$ cat src/rtl/hub75_fb_arbiter_if.sv
// Bus bundle between the panel read path, the host write path, the swap
// control, the framebuffer RAM and the arbiter that shares the RAM among them.
interface hub75_fb_arbiter_if #(
  parameter int ADDR_W = 11,
  parameter int DATA_W = 24
);
  // Panel read path
  logic              rd_req;
  logic [ADDR_W-1:0] rd_addr;
  logic              rd_gnt;
  logic              rd_valid;
  logic [DATA_W-1:0] rd_data;
  // Host write path
  logic              wr_req;
  logic [ADDR_W-1:0] wr_addr;
  logic [DATA_W-1:0] wr_data;
  logic              wr_gnt;
  // Bank swap control
  logic              swap_req;
  logic              frame_begin;
  logic              swap_pending;
  logic              swap_done;
  logic              front_bank;
  // Framebuffer RAM port
  logic              ram_en;
  logic              ram_we;
  logic [ADDR_W:0]   ram_addr;
  logic [DATA_W-1:0] ram_wdata;
  logic [DATA_W-1:0] ram_rdata;

  // Requesters and RAM as seen from outside the arbiter.
  modport master (
    output rd_req, rd_addr, wr_req, wr_addr, wr_data, swap_req, frame_begin, ram_rdata,
    input  rd_gnt, rd_valid, rd_data, wr_gnt, swap_pending, swap_done, front_bank,
           ram_en, ram_we, ram_addr, ram_wdata
  );

  // The arbiter itself.
  modport slave (
    input  rd_req, rd_addr, wr_req, wr_addr, wr_data, swap_req, frame_begin, ram_rdata,
    output rd_gnt, rd_valid, rd_data, wr_gnt, swap_pending, swap_done, front_bank,
           ram_en, ram_we, ram_addr, ram_wdata
  );
endinterface

$ cat src/rtl/hub75_fb_arbiter.sv
// Shares one single-port framebuffer RAM between panel reads (front bank) and
// host writes (back bank). Reads have priority, but a waiting write is forced
// through after MAX_RD_BURST consecutive reads. Banks swap only at a frame
// boundary, once no read is in flight.
module hub75_fb_arbiter #(
  parameter int ADDR_W       = 11,
  parameter int DATA_W       = 24,
  parameter int MAX_RD_BURST = 8
) (
  input logic                sys_clk,
  input logic                rst_n,
  hub75_fb_arbiter_if.slave  bus
);

  localparam int STREAK_W = $clog2(MAX_RD_BURST + 1);
  localparam logic [STREAK_W-1:0] STREAK_MAX = STREAK_W'(MAX_RD_BURST);

  typedef enum logic [1:0] {ARB_IDLE, ARB_RD, ARB_WR} arb_state_t;
  typedef enum logic [1:0] {SW_IDLE, SW_PEND, SW_DRAIN} sw_state_t;

  arb_state_t          arb_state, arb_next;
  sw_state_t           sw_state, sw_next;
  logic [STREAK_W-1:0] streak;
  logic                rd_ok, wr_elig, rd_win, wr_win, drained;

  // ---------------------------------------------------------------- arbiter

  // Arbiter state register: remembers which operation was granted last cycle.
  always_ff @(posedge sys_clk or negedge rst_n) begin
    // NOTE: state is updated with non-blocking assignments so every flop samples
    // pre-edge values regardless of the order in which blocks are evaluated.
    if (!rst_n) arb_state <= ARB_IDLE;
    else        arb_state <= arb_next;
  end

  // Grant decision: reads win unless a write has waited a full read burst.
  always_comb begin
    // NOTE: every signal gets a default first so no path leaves it unassigned,
    // which would otherwise infer a latch.
    rd_ok      = bus.rd_req && (sw_state != SW_DRAIN);
    // Writes are held off from the swap_req cycle until the cycle after swap_done.
    wr_elig    = bus.wr_req && !bus.swap_pending && !bus.swap_req;
    wr_win     = wr_elig && (!rd_ok || streak >= STREAK_MAX);
    rd_win     = rd_ok && !wr_win;
    // Grants are forced low while reset is asserted.
    bus.rd_gnt = rd_win && rst_n;
    bus.wr_gnt = wr_win && rst_n;
  end

  // Next arbiter state follows this cycle's grant.
  always_comb begin
    arb_next = ARB_IDLE;
    if (rd_win)      arb_next = ARB_RD;
    else if (wr_win) arb_next = ARB_WR;
  end

  // Read-streak counter: counts reads granted over a waiting write.
  always_ff @(posedge sys_clk or negedge rst_n) begin
    if (!rst_n)                streak <= '0;
    else if (rd_win && wr_elig) streak <= (streak >= STREAK_MAX) ? streak : streak + 1'b1;
    else                       streak <= '0;
  end

  // RAM command register and read-response pipeline.
  always_ff @(posedge sys_clk or negedge rst_n) begin
    if (!rst_n) begin
      bus.ram_en    <= 1'b0;
      bus.ram_we    <= 1'b0;
      bus.ram_addr  <= '0;
      bus.ram_wdata <= '0;
      bus.rd_valid  <= 1'b0;
    end else begin
      bus.ram_en   <= rd_win || wr_win;
      bus.ram_we   <= wr_win;
      // A read registered last cycle returns its RAM data this cycle.
      bus.rd_valid <= (arb_state == ARB_RD);
      if (rd_win) begin
        bus.ram_addr <= {bus.front_bank, bus.rd_addr};
      end else if (wr_win) begin
        bus.ram_addr  <= {~bus.front_bank, bus.wr_addr};
        bus.ram_wdata <= bus.wr_data;
      end
    end
  end

  // RAM data is passed through only while it belongs to a read.
  assign bus.rd_data = bus.rd_valid ? bus.ram_rdata : '0;

  // -------------------------------------------------------------- bank swap

  // Nothing in flight: no read on the RAM port and no response due.
  assign drained = (arb_state != ARB_RD) && !bus.rd_valid;

  // Swap state register and front-bank pointer.
  always_ff @(posedge sys_clk or negedge rst_n) begin
    if (!rst_n) begin
      sw_state       <= SW_IDLE;
      bus.front_bank <= 1'b0;
    end else begin
      sw_state <= sw_next;
      if (bus.swap_done) bus.front_bank <= ~bus.front_bank;
    end
  end

  // Swap sequencing: wait for a frame boundary, then for reads to drain.
  always_comb begin
    sw_next = sw_state;
    unique case (sw_state)
      SW_IDLE:  if (bus.swap_req)    sw_next = bus.frame_begin ? SW_DRAIN : SW_PEND;
      SW_PEND:  if (bus.frame_begin) sw_next = SW_DRAIN;
      SW_DRAIN: if (drained)         sw_next = SW_IDLE;
      default:                       sw_next = SW_IDLE;
    endcase
  end

  // Swap status outputs decoded from the swap state.
  always_comb begin
    bus.swap_pending = (sw_state != SW_IDLE);
    bus.swap_done    = (sw_state == SW_DRAIN) && drained;
  end

endmodule

$ cat src/flat_wrapper.sv
// flat-port wrapper written by rule: the top's interface ports become plain ports
module hub75_fb_arbiter_flat 
#(
  parameter int ADDR_W       = 11,
  parameter int DATA_W       = 24,
  parameter int MAX_RD_BURST = 8
)
  (sys_clk, rst_n, bus_rd_req, bus_rd_addr, bus_wr_req, bus_wr_addr, bus_wr_data, bus_swap_req, bus_frame_begin, bus_ram_rdata, bus_rd_gnt, bus_rd_valid, bus_rd_data, bus_wr_gnt, bus_swap_pending, bus_swap_done, bus_front_bank, bus_ram_en, bus_ram_we, bus_ram_addr, bus_ram_wdata);
  hub75_fb_arbiter_if #(.ADDR_W(ADDR_W), .DATA_W(DATA_W)) bus_i ();
  input logic sys_clk;
  input logic rst_n;
  input wire logic [$bits(bus_i.rd_req)-1:0] bus_rd_req;
  input wire logic [$bits(bus_i.rd_addr)-1:0] bus_rd_addr;
  input wire logic [$bits(bus_i.wr_req)-1:0] bus_wr_req;
  input wire logic [$bits(bus_i.wr_addr)-1:0] bus_wr_addr;
  input wire logic [$bits(bus_i.wr_data)-1:0] bus_wr_data;
  input wire logic [$bits(bus_i.swap_req)-1:0] bus_swap_req;
  input wire logic [$bits(bus_i.frame_begin)-1:0] bus_frame_begin;
  input wire logic [$bits(bus_i.ram_rdata)-1:0] bus_ram_rdata;
  output wire logic [$bits(bus_i.rd_gnt)-1:0] bus_rd_gnt;
  output wire logic [$bits(bus_i.rd_valid)-1:0] bus_rd_valid;
  output wire logic [$bits(bus_i.rd_data)-1:0] bus_rd_data;
  output wire logic [$bits(bus_i.wr_gnt)-1:0] bus_wr_gnt;
  output wire logic [$bits(bus_i.swap_pending)-1:0] bus_swap_pending;
  output wire logic [$bits(bus_i.swap_done)-1:0] bus_swap_done;
  output wire logic [$bits(bus_i.front_bank)-1:0] bus_front_bank;
  output wire logic [$bits(bus_i.ram_en)-1:0] bus_ram_en;
  output wire logic [$bits(bus_i.ram_we)-1:0] bus_ram_we;
  output wire logic [$bits(bus_i.ram_addr)-1:0] bus_ram_addr;
  output wire logic [$bits(bus_i.ram_wdata)-1:0] bus_ram_wdata;
  assign bus_i.rd_req = bus_rd_req;
  assign bus_i.rd_addr = bus_rd_addr;
  assign bus_i.wr_req = bus_wr_req;
  assign bus_i.wr_addr = bus_wr_addr;
  assign bus_i.wr_data = bus_wr_data;
  assign bus_i.swap_req = bus_swap_req;
  assign bus_i.frame_begin = bus_frame_begin;
  assign bus_i.ram_rdata = bus_ram_rdata;
  assign bus_rd_gnt = bus_i.rd_gnt;
  assign bus_rd_valid = bus_i.rd_valid;
  assign bus_rd_data = bus_i.rd_data;
  assign bus_wr_gnt = bus_i.wr_gnt;
  assign bus_swap_pending = bus_i.swap_pending;
  assign bus_swap_done = bus_i.swap_done;
  assign bus_front_bank = bus_i.front_bank;
  assign bus_ram_en = bus_i.ram_en;
  assign bus_ram_we = bus_i.ram_we;
  assign bus_ram_addr = bus_i.ram_addr;
  assign bus_ram_wdata = bus_i.ram_wdata;
  hub75_fb_arbiter #(.ADDR_W(ADDR_W), .DATA_W(DATA_W), .MAX_RD_BURST(MAX_RD_BURST)) u_core (.sys_clk(sys_clk), .rst_n(rst_n), .bus(bus_i));
endmodule
$ cat config.mk
export PLATFORM = sky130hd
export DESIGN_NAME = hub75_fb_arbiter_flat
export DESIGN_NICKNAME = d
export VERILOG_FILES = /design/src/rtl/hub75_fb_arbiter_if.sv /design/src/rtl/hub75_fb_arbiter.sv /design/src/flat_wrapper.sv
export SDC_FILE = /design/constraint.sdc
export NUM_CORES = 1
export LEC_CHECK = 0
export CAP_MARGIN = 20
export CORE_MARGIN = 4
export CORE_UTILIZATION = 34
export CTS_CLUSTER_SIZE = 14
export DETAILED_ROUTE_END_ITERATION = 10
export PLACE_DENSITY_LB_ADDON = 0.3
export SETUP_SLACK_MARGIN = 0.4
export SLEW_MARGIN = 15
export SYNTH_ARGS = -nofsm -noshare
export SYNTH_HDL_FRONTEND = slang
export SYNTH_SLANG_ARGS = --single-unit
$ cat constraint.sdc
create_clock -name sys_clk -period 1.35 [get_ports sys_clk]
set_clock_uncertainty 0.05 [all_clocks]
set_input_delay 0.27 -clock sys_clk [delete_from_list [all_inputs] [get_ports sys_clk]]
set_output_delay 0.27 -clock sys_clk [all_outputs]
set_load 0.02 [all_outputs]
* Word-level counts from Yosys, hierarchy flattened *
Index checks and enable logic that the tools add are counted.

cells by class
  add/subtract/negate cells = 1
  magnitude comparators = 1
  equality and inequality tests = 9
  multiplexer cells = 12
  bitwise logic cells = 2
  reductions and logical operators = 22

operators by type and width
  operator                                                                 count
  12-bit two-way mux                                                       2
  24-bit two-way mux                                                       1
  2-bit two-way mux                                                        6
  1-bit logical AND                                                        10
  4-bit two-way mux                                                        2
  2-bit inequality test, second input constant                             4
  2-bit one-hot mux with 3 select lines                                    1
  1-bit zero test                                                          5
  4-bit by 1-bit adder with 4-bit output, second input constant            1
  2-bit by 1-bit equality test with 1-bit output, second input constant    2
  4-bit greater-or-equal comparator, second input constant                 1
  2-bit by 1-bit inequality test with 1-bit output, second input constant  2
  2-bit nonzero test                                                       2
  3-bit AND reduction                                                      1
  2-bit equality test, second input constant                               1
  2-bit zero test                                                          1
  1-bit logical OR                                                         2
  1-bit inverter                                                           2
  2-bit AND reduction                                                      1

storage, ports and cells
  register bits = 48
  bits of input ports = 76
  output and inout bits = 68
  logic and storage cells = 56

* Depth between registers and ports, before layout *
Gate-level depths: netlist of run 1.

  depth after elaboration = 9
  depth in mapped cells = 5
  gate-level depth less buffers = 4

* Least setup slack after synthesis of run 1 *
OpenSTA, ideal clock, no wires.

  path type = register to output
  from = register u_core.sw_state[1]
  to = output port bus_wr_gnt
  arrival = 1.238 ns
  required time = 1.030 ns
  slack = -0.208 ns
  stages on the path, launching flop included = 6
  buffers on the path = 2
  cells stage by stage = dfrtp_1 nor2_4 nand3_4 buf_8 buf_6 nor2_1

on the way
  longest elaborated chain between the ends = 6
  elaborated cells between the ends (all ways) = 10
  those cells by class = eq/ne (1); reduce/logical (9)

ends and longest elaborated chain
  element                                                             line                                             RTL
  start: declaration                                                  hub75_fb_arbiter.sv:22                           sw_state_t sw_state, sw_next;
  start signal: assignment                                            hub75_fb_arbiter.sv:100                          sw_state <= sw_next;
  2-bit inequality test / 2-bit nonzero test (equally long branches)  hub75_fb_arbiter.sv:40, hub75_fb_arbiter.sv:118
  1-bit logical AND / 1-bit zero test (equally long branches)         hub75_fb_arbiter.sv:40, hub75_fb_arbiter.sv:42
  1-bit zero test / 1-bit logical AND (equally long branches)         hub75_fb_arbiter.sv:43, hub75_fb_arbiter.sv:42
  1-bit logical OR / 1-bit logical AND (equally long branches)        hub75_fb_arbiter.sv:43, hub75_fb_arbiter.sv:42
  1-bit logical AND *                                                 hub75_fb_arbiter.sv:43                           wr_win = wr_elig && (!rd_ok || streak >= STREAK_MAX);
  1-bit logical AND *                                                 hub75_fb_arbiter.sv:47                           bus.wr_gnt = wr_win && rst_n;
  end: declaration                                                    flat_wrapper.sv:23                               output wire logic [$bits(bus_i.wr_gnt)-1:0] bus_wr_gnt;

Every way passes the cells marked *; elsewhere a longest branch is shown, timed or not.

* Worst setup path after layout of run 1 *
  from = register u_core.sw_state[0]
  to = output port bus_rd_gnt

on the way
  longest elaborated chain between the ends = 8
  elaborated cells between the ends (all ways) = 12
  those cells by class = eq/ne (1); reduce/logical (11)

ends and longest elaborated chain
  element                                                             line                                             RTL
  2-bit inequality test / 2-bit nonzero test (equally long branches)  hub75_fb_arbiter.sv:40, hub75_fb_arbiter.sv:118
  1-bit logical AND / 1-bit zero test (equally long branches)         hub75_fb_arbiter.sv:40, hub75_fb_arbiter.sv:42
  1-bit zero test / 1-bit logical AND (equally long branches)         hub75_fb_arbiter.sv:43, hub75_fb_arbiter.sv:42
  1-bit logical OR / 1-bit logical AND (equally long branches)        hub75_fb_arbiter.sv:43, hub75_fb_arbiter.sv:42
  1-bit logical AND                                                   hub75_fb_arbiter.sv:43
  1-bit zero test                                                     hub75_fb_arbiter.sv:44                           rd_win = rd_ok && !wr_win;
  1-bit logical AND *                                                 hub75_fb_arbiter.sv:44
  1-bit logical AND *                                                 hub75_fb_arbiter.sv:46                           bus.rd_gnt = rd_win && rst_n;
  end: declaration                                                    flat_wrapper.sv:20                               output wire logic [$bits(bus_i.rd_gnt)-1:0] bus_rd_gnt;

Marks and branches as above.

==> flow_summary.yaml, run 1 <==
run_status:
  status: "finished, violations left"
  violations: "negative setup slack"
setup_path:
  reg2reg_to: "u_core.bus.ram_wdata[8]$_DFFE_PN0P_"
  rrSetupSlack_ps: -210
  crit_path_start_kind: "flop"
  reg2reg_depth: 6
  required_ps: 1030
  cp_num_buf_inv: 1
  cp_top_family: "simple AND/OR/NAND/NOR gates"
  worstPathArrival_ps: 1350
  crit_path_top_delay_cell: "dfrtp_1"
  critPathMaxFanout: 3
  worstSetupPathType: "reg -> out"
  critPathCaptureType: "output pin"
  path_cells: "nand4bb_1, and3_4, and2_4, buf_6"
  cpPeakStageDelay_ps: 390
  r2r-start: "u_core.sw_state[0]$_DFFE_PN0P_"
logic_synthesis:
  synthTopCellsByArea: "dfrtp_1 (50%), mux2_4 (15%), and2_1 (6.6%)"
  ys_async_sr_fraction: 1.00
  synthDistinctLibCells: 31
  synth_fp_nets: 267
  synth-edff-count: 0
  ys_ff_latch: 48
  synthCells: 189
  synthFlopType: "dfrtp_1"
  synthTopCellsByCount: "dfrtp_1 (48), inv_1 (30), and2_1 (25)"
  ys_warn_count: 0
  yosysTopAreaCell: "dfrtp_1"
  seq_area_frac_synth: 0.503
  synth_top_area_share: 0.503
  avgSynthCellArea_um2: 12.6
  syn_area_um2: 2390
  yosysMostFrequentCell: "dfrtp_1"
detailed_routing:
  post_drt_wl_per_cell_um: 15.6
  vias_per_cell: 4.45
  drt_wl_total_um: 7380
  postRouteAntennaNets: 0
  num_vias: 2107
  drc_errors: 0
  firstDrtPassIters: 5
  drt-initial-drc-count: 90
finish:
  area_growth_pct: 92.8
  antenna_cells: 0
  finalCoreUtilization: 0.677
  drive_gt1_frac: 0.513
  final_net_count: 455
grt:
  grt_pass1_vias: 2096
  grt_usage: 0.167
  grt_start_max_net_pins: 49
  grt_overflow: 0
  grt_pass1_wl_um: 11100
  grt_antenna_before_repair: 0
die:
  initial_core_util: 0.351
  fp.dieArea_um2: 8420
  die_w_um: 91.8
  ios: 144
  core_area_um2: 6790
  rows: 30
  chipHeight_um: 91.8
clock_network:
  cts-root-buf: "clkbuf_8"
  clock_sinks: 48
  cts_max_level: 2
  clock_latency_ps: 300
  clkTransAtPathRegs_ps: 100
  clock_path_buffers: 2
  cts_tree: "yes"
  cts-buffers-inserted: 5
sta:
  finalSetupViolations: 67
  setup_slack_ps: -322
  slew_headroom: 0.594
  finalCritPeriodShare: 1.24
  rsz0062_at_grt: "true"
  finalMaxSlewViolations: 0
  max_freq_mhz: 598
  worstMarginPinSlew_ps: 609
  final_hold_viol_count: 0
  fin_crit_ps: 1670
flow_run:
  max_cap_viol_count: 0
worst_hold_path:
  hp-class: "in -> async"
placed_design:
  place_hpwl_um: 5350
  gp_congestion: 0.829
  numPortBuffers: 143
  pre_cts_ws_ps: -973
pwr:
  powerDensity_nw_per_um2: 1690
  ir_drop_v: 0.00103
  p_leak_nw: 2.24
[sequential cells by signal (all words and copies together) (netlist names)]
name                   count
u_core.bus.ram_en          1
u_core.bus.ram_wdata      24
u_core.streak              4
u_core.bus.rd_valid        1
u_core.bus.front_bank      1
u_core.arb_state           2
u_core.sw_state            2
u_core.bus.ram_we          1
u_core.bus.ram_addr       12
[placed cells by master, fill, tap and decap left out, types with 3 or more instances in the layout]
| cell type | n |
|---|---|
| and2_4 | 25 |
| buf_12 | 6 |
| buf_4 | 40 |
| buf_6 | 69 |
| clkbuf_8 | 5 |
| clkdlybuf4s50_1 | 71 |
| dfrtp_1 | 47 |
| dlygate4sd2_1 | 3 |
| inv_1 | 30 |
| mux2_4 | 24 |
| nand4_1 | 12 |
| nor2_1 | 6 |
| o221ai_2 | 8 |
[routing by layer]
| layer | up-vias | share of wire | track usage |
|---|---|---|---|
| li1 | 1008 | - | - |
| met1 | 1003 | 0.39 | 0.203 |
| met2 | 86 | 0.52 | 0.287 |
| met3 | 10 | 0.066 | 0.0435 |
| met4 | 0 | 0.018 | 0.0520 |
| met5 | - | 0 | 0 |
[where the power goes]
| group | switching (W) | internal [W] | leakage (nW) | total [W] |
|---|---|---|---|---|
| combinational | 0.00177 | 0.00258 | 1.60 | 0.00436 |
| sequential | 0.000387 | 0.00195 | 0.588 | 0.00234 |
| clock | 0.000502 | 0.000558 | 0.0548 | 0.00106 |
| total | 0.00266 | 0.00510 | 2.24 | 0.00776 |
[worst min-delay path: cells and delay by family]
kind     cells  cell delay [ps]
buf+inv      3              690
[cells by family (layout without fill, tap and decap cells)]
logic type               after synthesis  after routing  share of synthesized area
AO/OA/AOI/OAI                         15             15                     0.0787
XOR/XNOR                               2              2                    0.00734
adder cells (fa/ha/maj)                2              2                     0.0105
buffers and inverters                 41            230                     0.0902
flip-flops                            48             48                      0.503
multiplexers                          24             24                      0.151
AND/OR/NAND/NOR                       57             57                      0.159
[worst max-delay path by stage]
stage	to	slack (ps)	from	depth (start not counted)
global placement	bus_rd_gnt	-940	bus_swap_req	5
CTS	bus_rd_gnt	-300	u_core.sw_state[0]$_DFFE_PN0P_	4
global route	bus_wr_gnt	-390	u_core.sw_state[0]$_DFFE_PN0P_	5
detailed placement	bus_rd_gnt	-970	bus_swap_req	5
finish	bus_rd_gnt	-320	u_core.sw_state[0]$_DFFE_PN0P_	4
floorplan	bus_wr_gnt	-60	u_core.sw_state[1]$_DFFE_PN0P_	5
[layout make-up]
cell class,instances,area [µm²]
fill,519,2190
timing repair buffer,192,1970
sequential,48,1200
multi-input combinational,100,1080
tap,96,120
inverter,30,113
clock buffer,5,68.8
clock inverter,3,46.3
[stage by stage]
step	instances	total power (W)	TNS, ps	instance area [µm²]	hold slack, ps
floorplan	189	0.00420	-90.7	2490	-75.6
global placement	435	0.00589	-31270	4080	425
detailed placement	435	0.00596	-31490	4080	440
CTS	459	0.00751	-11170	4430	150
global route	474	0.00814	-15360	4600	171
finish	474	0.00776	-11400	4600	131
[repair_timing]
item,4_1_cts,5_1_grt
cloned,0,1
hold buffers,0,0
buffers inserted,16,14
pin swaps,8,1
endpoints found under the setup margin,114,114
resized for setup,413,3
(Power assumes the default switching activity.)
==> run 2, diff against run 1 <==
--- a/config.mk
+++ b/config.mk
@@ -5,9 +5,10 @@
 export SDC_FILE = /design/constraint.sdc
 export NUM_CORES = 1
 export LEC_CHECK = 0
+export ABC_AREA = 1
 export CAP_MARGIN = 20
 export CORE_MARGIN = 4
-export CORE_UTILIZATION = 34
+export CORE_UTILIZATION = 33
 export CTS_CLUSTER_SIZE = 14
 export DETAILED_ROUTE_END_ITERATION = 10
 export PLACE_DENSITY_LB_ADDON = 0.3
==> flow_summary.yaml, run 2 <==
finish:
  antenna_cells: 0
  final_common_cell: "buf_6"
  largest_reg_flops: 24
  reg_top3: "u_core.bus.ram_wdata x24, u_core.bus.ram_addr x12, u_core.streak x4"
  final_cell_mix: "buf_6 (82), clkdlybuf4s50_1 (74), nand2_1 (70), dfrtp_1 (47), buf_4 (35)"
  final_net_count: 552
  drive_gt1_frac: 0.467
  largest_register: "u_core.bus.ram_wdata"
  stdcell_area_um2: 5020
  area_growth_pct: 124
sta:
  finalSetupViolations: 74
  max_freq_mhz: 574
  worstMarginPinSlew_ps: 593
  setup_slack_ps: -393
  final_hold_viol_count: 0
  fin_crit_ps: 1740
  finalCritPeriodShare: 1.29
  slew_headroom: 0.604
  finalMaxSlewViolations: 0
  rsz0062_at_grt: "true"
  finalSetupTns_ps: -18690
clock_network:
  clock_path_buffers: 2
  clock_latency_ps: 300
  clkTransAtPathRegs_ps: 90
  cts-root-buf: "clkbuf_8"
  cts_max_level: 2
  hold_buffers: 0
  cts-buffers-inserted: 5
  cts_tree: "yes"
  clock_sinks: 48
logic_synthesis:
  yosysTopAreaCell: "dfrtp_1"
  syn_area_um2: 2240
  synthAdderAreaFrac: 0.0112
  synth_fp_nets: 351
  ys_async_sr_fraction: 1.00
  synth_compound_area_frac: 0.0425
  synth_top_family_by_area: "simple AND/OR/NAND/NOR gates"
  synthTopCellsByArea: "dfrtp_1 (54%), nand2_1 (17%), nand3_1 (8.3%)"
  avgSynthCellArea_um2: 8.20
  synthDistinctLibCells: 21
  ys_warn_count: 0
  synthCells: 273
  synthFlopType: "dfrtp_1"
  yosys.area_share.xor_xnor: 0.00782
  synth_simple_gate_area_share: 0.300
  synthTopCellsByCount: "nand2_1 (100), dfrtp_1 (48), nand3_1 (37)"
  yosysMostFrequentCell: "nand2_1"
  seq_area_frac_synth: 0.536
  ys_ff_latch: 48
  synth_top_area_share: 0.536
  synthMuxAreaShare: 0
  synth-edff-count: 0
detailed_routing:
  post_drt_wl_per_cell_um: 15.5
  vias_per_cell: 4.62
  firstDrtPassIters: 4
  drt_wl_total_um: 8560
  drc_errors: 0
  postRouteAntennaNets: 0
  num_vias: 2551
  drt-initial-drc-count: 129
setup_path:
  crit_path_frequent_cell: "nand3_1"
  cpPeakStageDelay_ps: 420
  worstPathArrival_ps: 1870
  crit_path_top_delay_cell: "dfrtp_1"
  required_ps: 1480
  reg2reg_depth: 10
  path_cells: "nor2_1, nand2_1, nor2_4, nand2_4, buf_4, buf_6, buf_8, clkbuf_16, nand3_1, nand3_1"
  critPathCaptureType: "flop"
  crit_path_start_kind: "flop"
  worstSetupPathType: "reg -> reg"
  critPathMaxFanout: 6
pwr:
  powerDensity_nw_per_um2: 1820
  p_comb_frac: 0.632
  p_leak_nw: 2.62
  sw_frac_of_total: 0.394
  p_seq_frac: 0.273
  ir_drop_v: 0.00112
  p_clk_frac: 0.095
  power_switching_w: 0.00360
  p_int_w: 0.00553
  p_total_w: 0.00914
placed_design:
  numPortBuffers: 143
  place_hpwl_um: 5170
  placed_area_um2: 4050
  gp_congestion: 0.786
grt:
  grt_pass1_vias: 2484
  grtUsageMet3: 0.0517
  grt_util_met2: 0.343
  grt_antenna_before_repair: 0
  met1_usage: 0.243
  grt_start_max_net_pins: 49
  grt_overflow: 0
  grt_usage: 0.195
  top_usage_layer: "met2"
  grt_pass1_wl_um: 13000
die:
  rows: 29
  die_w_um: 90.4
  initial_core_util: 0.347
  chipHeight_um: 90.4
  core_area_um2: 6460
  ios: 144
  fp.dieArea_um2: 8170
flow_run:
  max_cap_viol_count: 0
run_status:
  status: "finished, violations left"
  violations: "negative setup slack"
worst_hold_path:
  hp-class: "in -> async"
[run 2: cell count changes after synthesis, moves of 3 or more]
cell	change
nand2_1	+100
nand3_1	+36
and2_1	-25
mux2_4	-24
nand4_1	-12
o211ai_1	+12
o221ai_2	-9
inv_1	+5
nand2_2	+4
nor3_1	+4
buf_2	+3
o221ai_1	-3
[run 2: what timing repair did]
action | in CTS | in global routing
resized for setup | 457 | 27
endpoints found under the setup margin | 115 | 115
setup buffers | 17 | 18
pin swaps | 2 | 3
cloned | 8 | 3
[run 2: cell families (layout without fill, tap and decap cells)]
group	after synthesis	in the layout
flops	48	48
buf+inv	51	252
simple gates	157	158
compound gates	13	13
fa+ha+maj	2	2
xor+xnor	2	2
[run 2: area by class of cell]
type | count | area [µm²]
Clock buffer | 8 | 90.1
Timing Repair Buffer | 205 | 2230
Tap cell | 77 | 96.3
Fill cell | 413 | 1440
Multi-Input combinational cell | 175 | 1170
Sequential cell | 48 | 1200
Timing Repair inverter | 3 | 48.8
Inverter | 36 | 173
[run 2: metrics by stage]
step	utilization	instances	hold slack, ps	setup slack (ps)
after global placement	0.626	498	400	-786
after global routing	0.777	552	102	-490
final	0.777	552	45.6	-393
after CTS	0.727	531	69.0	-376
after detailed placement	0.626	498	396	-819
after floorplan	-	273	-75.6	-54.2
[run 2: power by group through the flow]
stage / Sequential [W] / Clock (W) / Combinational, W
after global placement: 0.00238 / 0 / 0.00426
after CTS: 0.00249 / 0.000893 / 0.00523
after floorplan: 0.00307 / 0 / 0.00159
final: 0.00250 / 0.000864 / 0.00578
after detailed placement: 0.00239 / 0 / 0.00431
after global routing: 0.00257 / 0.000954 / 0.00616
[run 2: final timing paths]
| path | start | endpoint | slack [ps] |
|---|---|---|---|
| setup / recovery | u_core.sw_state[1]$_DFFE_PN0P_ | u_core.bus.ram_addr[7]$_DFFE_PN0P_ | -390 |
| hold / removal | rst_n | u_core.bus.ram_wdata[14]$_DFFE_PN0P_ | 50 |
| setup reg to reg | u_core.sw_state[1]$_DFFE_PN0P_ | u_core.bus.ram_addr[7]$_DFFE_PN0P_ | -390 |
| hold reg to reg | u_core.bus.ram_wdata[9]$_DFFE_PN0P_ | u_core.bus.ram_wdata[9]$_DFFE_PN0P_ | 450 |
| max in group asynchronous | rst_n | u_core.bus.rd_valid$_DFF_PN0_ | 770 |
| min in group sys_clk | u_core.bus.ram_wdata[9]$_DFFE_PN0P_ | u_core.bus.ram_wdata[9]$_DFFE_PN0P_ | 450 |
[run 2: layer usage]
metal / vias to the layer above / wire, µm / share of wire
met3: 8 / 547 / 0.064
li1: 1255 / - / -
met2: 96 / 4640 / 0.54
met4: 0 / 69 / 0.0081
met1: 1192 / 3300 / 0.39
met5: - / 0 / 0
[run 2: worst max-delay path, delay by kind of cell (launching register included)]
kind	cells	cell delay, ps
buffers and inverters	4	560
DFF	1	420
and+or+nand+nor	6	610
